<file path="config.mk">
export PLATFORM = sky130hd
export DESIGN_NAME = mem_arbiter
export DESIGN_NICKNAME = d
export VERILOG_FILES = /design/src/rtl/rv32i_pkg.sv /design/src/rtl/mem_arbiter.sv
export SDC_FILE = /design/constraint.sdc
export NUM_CORES = 1
export LEC_CHECK = 0
export ABC_AREA = 1
export ABC_CLOCK_PERIOD_IN_PS = 1500
export BUFFER_PORTS_ARGS = -buffer_cell sky130_fd_sc_hd__buf_2
export CAP_MARGIN = 20
export CORE_AREA = 2 2 108 110
export CTS_BUF_LIST = sky130_fd_sc_hd__clkbuf_16
export DETAILED_ROUTE_END_ITERATION = 8
export DIE_AREA = 0 0 110 112
export PLACE_DENSITY = 0.75
export SYNTH_ARGS = -nofsm -noshare
export SYNTH_HDL_FRONTEND = slang
export SYNTH_SLANG_ARGS = --single-unit
</file>
<file path="constraint.sdc">
create_clock -name clk -period 1.5 [get_ports clk]
set_input_delay 0.075 -clock clk [delete_from_list [all_inputs] [get_ports clk]]
set_output_delay 0.075 -clock clk [all_outputs]
set_load 0.005 [all_outputs]
</file>
<file path="src/rtl/rv32i_pkg.sv">
// Shared constants for the rv32i core: memory-arbiter state encodings,
// arbiter defaults and the base opcode map used by the decode stage.
package rv32i_pkg;

    // Memory arbiter state encodings
    localparam logic [1:0] ARB_IDLE   = 2'd0;
    localparam logic [1:0] ARB_BUSY_I = 2'd1;
    localparam logic [1:0] ARB_BUSY_D = 2'd2;

    // Consecutive data grants tolerated while a fetch is waiting
    localparam int STARVE_MAX_DEF = 4;

    // RV32I base opcodes (inst[6:0])
    localparam logic [6:0] OPC_LOAD   = 7'b0000011;
    localparam logic [6:0] OPC_STORE  = 7'b0100011;
    localparam logic [6:0] OPC_BRANCH = 7'b1100011;
    localparam logic [6:0] OPC_JAL    = 7'b1101111;
    localparam logic [6:0] OPC_JALR   = 7'b1100111;
    localparam logic [6:0] OPC_OP_IMM = 7'b0010011;
    localparam logic [6:0] OPC_OP     = 7'b0110011;
    localparam logic [6:0] OPC_LUI    = 7'b0110111;
    localparam logic [6:0] OPC_AUIPC  = 7'b0010111;
    localparam logic [6:0] OPC_SYSTEM = 7'b1110011;

    // True for opcodes that need the data port
    function automatic logic is_mem_op(input logic [6:0] opc);
        return (opc == OPC_LOAD) || (opc == OPC_STORE);
    endfunction

endpackage

</file>
<file path="src/rtl/mem_arbiter.sv">
// Arbitrates the instruction-fetch and data ports onto one unified memory
// port. Data has priority; a waiting fetch is guaranteed a slot after
// STARVE_MAX consecutive data grants. One access is in flight at a time.
//
// state      | meaning
// -----------+----------------------------------------------------------
// ARB_IDLE   | no access in flight; arbitration happens here
// ARB_BUSY_I | fetch access issued, waiting for mem_ready
// ARB_BUSY_D | data access issued, waiting for mem_ready
module mem_arbiter
    import rv32i_pkg::*;
#(
    parameter int ADDR_W     = 32,
    parameter int DATA_W     = 32,
    parameter int STARVE_MAX = STARVE_MAX_DEF
) (
    input  logic              clk,
    input  logic              reset,
    input  logic              if_req,
    input  logic [ADDR_W-1:0] if_addr,
    input  logic              if_flush,
    output logic              if_ack,
    output logic [DATA_W-1:0] if_rdata,
    input  logic              d_req,
    input  logic              d_we,
    input  logic [ADDR_W-1:0] d_addr,
    input  logic [DATA_W-1:0] d_wdata,
    input  logic [3:0]        d_wmask,
    output logic              d_ack,
    output logic [DATA_W-1:0] d_rdata,
    output logic              mem_req,
    output logic              mem_we,
    output logic [ADDR_W-1:0] mem_addr,
    output logic [DATA_W-1:0] mem_wdata,
    output logic [3:0]        mem_wmask,
    input  logic              mem_ready,
    input  logic [DATA_W-1:0] mem_rdata,
    output logic              stall_if,
    output logic              stall_mem
);

    localparam int CNT_W = (STARVE_MAX > 0) ? $clog2(STARVE_MAX + 1) : 1;
    localparam logic [CNT_W-1:0] STARVE_LIM = CNT_W'(STARVE_MAX);

    logic [1:0]       state;
    logic [CNT_W-1:0] starve_cnt;
    logic             discard;
    logic             in_idle;
    logic             fetch_win;
    logic             data_win;

    assign in_idle   = (state == ARB_IDLE);
    assign fetch_win = in_idle & if_req & ~if_flush & ((starve_cnt == STARVE_LIM) | ~d_req);
    assign data_win  = in_idle & d_req & ~fetch_win;

    // A flush arriving in the completion cycle also cancels that fetch
    assign if_ack    = reset & (state == ARB_BUSY_I) & mem_ready & ~discard & ~if_flush;
    assign d_ack     = reset & (state == ARB_BUSY_D) & mem_ready;
    assign if_rdata  = mem_rdata;
    assign d_rdata   = mem_rdata;
    assign stall_if  = reset & if_req & ~if_ack;
    assign stall_mem = reset & d_req & ~d_ack;

    // Arbitration FSM and fetch-discard flag
    always_ff @(posedge clk) begin
        if (!reset) begin
            state   <= ARB_IDLE;
            discard <= 1'b0;
        end else begin
            case (state)
                ARB_IDLE: begin
                    if (fetch_win)
                        state <= ARB_BUSY_I;
                    else if (data_win)
                        state <= ARB_BUSY_D;
                end
                ARB_BUSY_I: begin
                    if (mem_ready) begin
                        state   <= ARB_IDLE;
                        discard <= 1'b0;
                    end else if (if_flush) begin
                        discard <= 1'b1;
                    end
                end
                ARB_BUSY_D: begin
                    if (mem_ready)
                        state <= ARB_IDLE;
                end
                default: begin
                    state   <= ARB_IDLE;
                    discard <= 1'b0;
                end
            endcase
        end
    end

    // Starvation counter: data grants taken while a fetch is waiting
    always_ff @(posedge clk) begin
        if (!reset) begin
            starve_cnt <= '0;
        end else if (fetch_win) begin
            starve_cnt <= '0;
        end else if (data_win & if_req) begin
            if (starve_cnt != STARVE_LIM)
                starve_cnt <= starve_cnt + 1'b1;
        end else if (in_idle & ~if_req) begin
            starve_cnt <= '0;
        end
    end

    // Memory command register: loaded on grant, held until mem_ready
    always_ff @(posedge clk) begin
        if (!reset) begin
            mem_req   <= 1'b0;
            mem_we    <= 1'b0;
            mem_addr  <= '0;
            mem_wdata <= '0;
            mem_wmask <= 4'b0000;
        end else if (fetch_win) begin
            mem_req   <= 1'b1;
            mem_we    <= 1'b0;
            mem_addr  <= if_addr;
            mem_wdata <= '0;
            mem_wmask <= 4'b0000;
        end else if (data_win) begin
            mem_req   <= 1'b1;
            mem_we    <= d_we;
            mem_addr  <= d_addr;
            mem_wdata <= d_wdata;
            mem_wmask <= d_we ? d_wmask : 4'b0000;
        end else if (~in_idle & mem_ready) begin
            mem_req   <= 1'b0;
        end
    end

endmodule

</file>
# After elaboration in Yosys (flattened, before gate mapping)
# Index checks and enable logic that the tools add are counted.
[word_totals]
input_bits = 139
register_bits = 76
out_inout_bits = 138
word_cells = 72
[op_classes]
n_addsub = 1
n_reduce_logical = 10
eq_ne = 8
mux = 16
bitwise = 29
[ops]
columns = ["operator", "count"]
rows = [
  ["32-bit two-way mux", 2],
  ["1-bit bitwise AND", 18],
  ["1-bit inverter", 10],
  ["3-bit two-way mux", 3],
  ["2-bit two-way mux", 3],
  ["3-bit != test, second input constant", 2],
  ["2-bit AND reduction", 3],
  ["2-bit OR reduction", 3],
  ["1-bit two-way mux", 5],
  ["4-bit two-way mux", 1],
  ["2-bit by 1-bit != test with 1-bit output, second input constant", 2],
  ["2-bit one-hot mux with 2 select lines", 1],
  ["2-bit nonzero test", 2],
  ["3-bit by 1-bit adder with 3-bit output, second input constant", 1],
  ["3-bit equality test, second input constant", 1],
  ["3-bit by 1-bit != test with 1-bit output, second input constant", 1],
  ["3-bit nonzero test", 1],
  ["2-bit by 1-bit equality test with 1-bit output, second input constant", 1],
  ["2-bit equality test, second input constant", 1],
  ["2-bit zero test", 1],
  ["1-bit one-hot mux with 2 select lines", 1],
  ["1-bit OR", 1],
]

# Longest topological paths before layout
[logic_depth]
ltp_word = 9
depth_mapped = 11
depth_no_buf = 9

# Worst setup path after synthesis
# OpenSTA, ideal clock, no wires.
[synth_path]
path_type = "reg-to-reg"
start = "reg state[0]"
end = "reg mem_wdata[0]"
synth_period_minus_slack_ns = 1.524
required_time_ns = 1.384
setup_slack_ns = -0.024
t_arrival_ns = 1.408
setup_ns = 0.116
stages_incl_launch_ff = 11
path_buffers = 2
cell_sequence = "dfxtp_1 inv_1 ha_1 nand2_1 clkinv_1 nand2_4 inv_2 buf_6 buf_6 nor2_2 nor2_1"
[synth_via]
elab_chain_cells = 6
word_cells_on_any_way = 8
classes_between = "6 x bitwise; 2 x reduce/logical"
[synth_lines]
columns = ["element", "line_no", "source"]
rows = [
  ["from (decl)", "mem_arbiter.sv:45", "logic [1:0] state;"],
  ["from (signal assigned)", "mem_arbiter.sv:67", "state <= ARB_IDLE;"],
  ["from (signal assigned)", "mem_arbiter.sv:73", "state <= ARB_BUSY_I;"],
  ["from (signal assigned)", "mem_arbiter.sv:75", "state <= ARB_BUSY_D;"],
  ["2-bit zero test *", "mem_arbiter.sv:52", "assign in_idle = (state == ARB_IDLE);"],
  ["1-bit bitwise AND (3 in series)", "mem_arbiter.sv:53", "assign fetch_win = in_idle & if_req & ~if_flush & ((starve_cnt == STARVE_LIM) | ~d_req);"],
  ["1-bit inverter", "mem_arbiter.sv:54", "assign data_win = in_idle & d_req & ~fetch_win;"],
  ["1-bit bitwise AND", "mem_arbiter.sv:54", ""],
  ["to (signal assigned)", "mem_arbiter.sv:129", "mem_wdata <= d_wdata;"],
  ["to (decl)", "mem_arbiter.sv:34", "output logic [DATA_W-1:0] mem_wdata,"],
]
# Mark *: on every way between the ends. The rest lies on a longest branch, timed or not.
# A chain may end at the register's enable or synchronous reset.

# Worst setup path in the final report
[layout_path]
start = "reg state[1]"
end = "reg mem_wdata[13]"
# Same word-level chain as after synthesis.

==> qor.txt <==
Final Critical Period: 1.50 ns
Worst slew pin tran: 0.331 ns
Seq/Total Area, Yosys: 42.1%
Setup WS post-layout: -0.00198 ns
Clk sink count: 76
Initial DRC count: 224
Worst-Skew Late Latency: 0.33 ns
DR pass1 iterations: 4
ANT cells: 0
Area growth from synthesis to layout: 54.2%
Setup Slack @ Placement: -0.00594 ns
Final count of pins violating max slew: 0
CTS H-tree depth: 3
Register-to-register setup slack: -0.002 ns
Hold Vio Cnt, Final: 0
Layout cells sized above 1: 43.8%
Clock slew at reported path FFs: 0.06 ns
CP top delay family: simple AND/OR/NAND/NOR gates
Data arrival time of the critical path: 1.72 ns
I/O pin count: 277
Crit-path cells: inv_2 -> ha_4 -> nand2_4 -> nor2_4 -> nand2_4 -> buf_4 -> nand2_4 -> inv_6 -> buf_12 -> nor2_2 -> nor2_1
Setup CP Type: flip-flop to flip-flop
CTS Buf Count: 9
Gr usage total: 17.8%
Final setup TNS: -0.00198 ns
Pin count of the biggest net entering global routing: 31
Initial antenna violation count: 0
Mapped Nets: 613
Routed Antenna Nets: 0
Synth unique cells: 24
Fillcell total: 1029
Status: finished with violations
Max Fclk: 666 MHz
Hold Path Class: input pin to flip-flop
Clock share of power: 33.7%
Reg power frac: 41.6%
Buffers plus inverters on the worst setup path: 4
DIE AREA: 12300 sq um
Global-route wire length before repair: 16900 um
Clock tree root driver cell: clkbuf_16
Via count: 3863
Commonest cells after routing, fill and taps aside: 180 x buf_2, 72 x dfxtp_1, 62 x dlygate4sd3_1
Leak: 0.00258 uW
Die H: 112 um
Int Pwr: 4040 uW
Failing checks: setup timing
Switching share of power: 28.4%
Worst setup SP type: flip-flop
Vias in the first global route: 3623
Max incr delay on CP: 0.32 ns
Input/output buffers: 180
Worst-path maximum fanout: 12
Final GP Congestion: 0.790
Clock skew: 0.00824 ns
Syn Area/Cell: 7.70 sq um
Clk buf depth: 2
Tcrit/Tclk final: 100%
Routed length per instance: 14.8 um
Synthesized area: 3610 sq um
Power Density: 1010 nW/um^2
Core area: 11200 sq um
Worst vdd ir: 0.000578 V
Hold WS: 0.0149 ns
CP most frequent cell: nand2_4
RSZ-0062 raised after global routing: yes
Psw: 1600 uW
CP max-delay cell: dfxtp_2
Seq cells post-synth: 76
Row count: 39
WL final: 12000 um
Hpwl dp: 7350 um
Layout Nets: 811
CP endpoint kind: flip-flop
Max-cap violations: 0
Data required time of the worst path: 1.72 ns
# DRC: 0
Starting density of the core: 32.3%
Commonest non-fill, non-tap cell in the layout: buf_2
Overflow after GRT: 0
Max transition margin: 78.0%
Warnings from Yosys: 0
Chip width: 110 um
Synthesized instance count: 469
CTS tree: done
Combinational Power Share: 24.7%
Routed vias/inst: 4.75
Setup violators final: 1
## Yosys cell counts, drive strengths merged
master,instances,share of area (%)
buf,78,16
nand3,5,0.69
ha,5,1.7
inv,12,1.2
o211ai,1,0.21
nor3,3,0.42
clkbuf,12,1.2
clkinv,1,0.10
nor2,70,9.1
nand2,60,6.8
nand4,2,0.35
o21a,1,0.21
o21ai,99,14
dfxtp,76,42
a21oi,43,6.0
a211oi,1,0.21
## stage by stage
stage | area, sq um | instances | total power (uW) | utilization (%)
2_1_floorplan | 3620 | 469 | 3020 | -
3_3_place_gp | 4320 | 724 | 3410 | 38.6
3_5_place_dp | 4320 | 724 | 3420 | 38.6
4_1_cts | 5210 | 800 | 5500 | 46.6
5_1_grt | 5570 | 814 | 5980 | 49.8
6_report | 5570 | 814 | 5650 | 49.8
## cells by family after synthesis
family / share of synthesized area (%)
buffers and inverters: 18.6
AO/OA/AOI/OAI: 20.3
flip-flops: 42.1
adder cells (fa/ha/maj): 1.73
AND/OR/NAND/NOR: 17.3
## registers in the layout (all words and copies together), names as in the netlist
register	flops
mem_we	1
state	2
mem_req	1
starve_cnt	3
mem_wmask	4
mem_wdata	32
discard	1
mem_addr	32
## area by class of cell
class | count | area (sq um) | area share, %
Tap cell | 143 | 179 | 3.21
Timing Repair Buffer | 277 | 1960 | 35.2
Clock buffer | 9 | 225 | 4.04
Clock inverter | 6 | 32.5 | 0.584
Inverter | 13 | 56.3 | 1.01
Multi-Input combinational cell | 290 | 1590 | 28.5
Sequential cell | 76 | 1530 | 27.4
## final timing paths
check,from,end,depth (start not counted)
setup reg to reg,state[1],mem_wdata[13],11
hold reg to reg,mem_wmask[0],mem_wmask[0],2
hold / removal,d_wdata[20],mem_wdata[20],3
setup / recovery,state[1],mem_wdata[13],11
## worst register-to-register path, stage by stage, from the launching register on
cell and delay, ns:
dfxtp_2 0.32, inv_2 0.07, ha_4 0.17, nand2_4 0.06, nor2_4 0.09, nand2_4 0.08
buf_4 0.15, nand2_4 0.08, inv_6 0.06, buf_12 0.15, nor2_2 0.11, nor2_1 0.05
## power by group through the flow
stage / clock network (uW) / logic [uW] / registers [uW]
floorplan: 0 / 638 / 2390
global placement: 0 / 1050 / 2370
detailed placement: 0 / 1060 / 2370
CTS: 1980 / 1190 / 2330
global route: 2080 / 1530 / 2370
finish: 1900 / 1390 / 2350
## timing repair
item	CTS	global route
endpoints found under the hold margin	61	1
setup endpoints to repair	41	77
pin swaps	0	13
gates resized for setup	7	86
buffers inserted	0	7
gates cloned	0	6
hold buffers	61	1
## layer usage
metal | wire, um | GRT usage (%) | up-vias
li1 | - | - | 1882
met1 | 4480 | 18.1 | 1723
met2 | 6140 | 30.8 | 202
met3 | 984 | 6.26 | 56
met4 | 442 | 10.5 | 0
met5 | 0 | 0 | -
No activity file was read; power rests on OpenSTA's default activity.
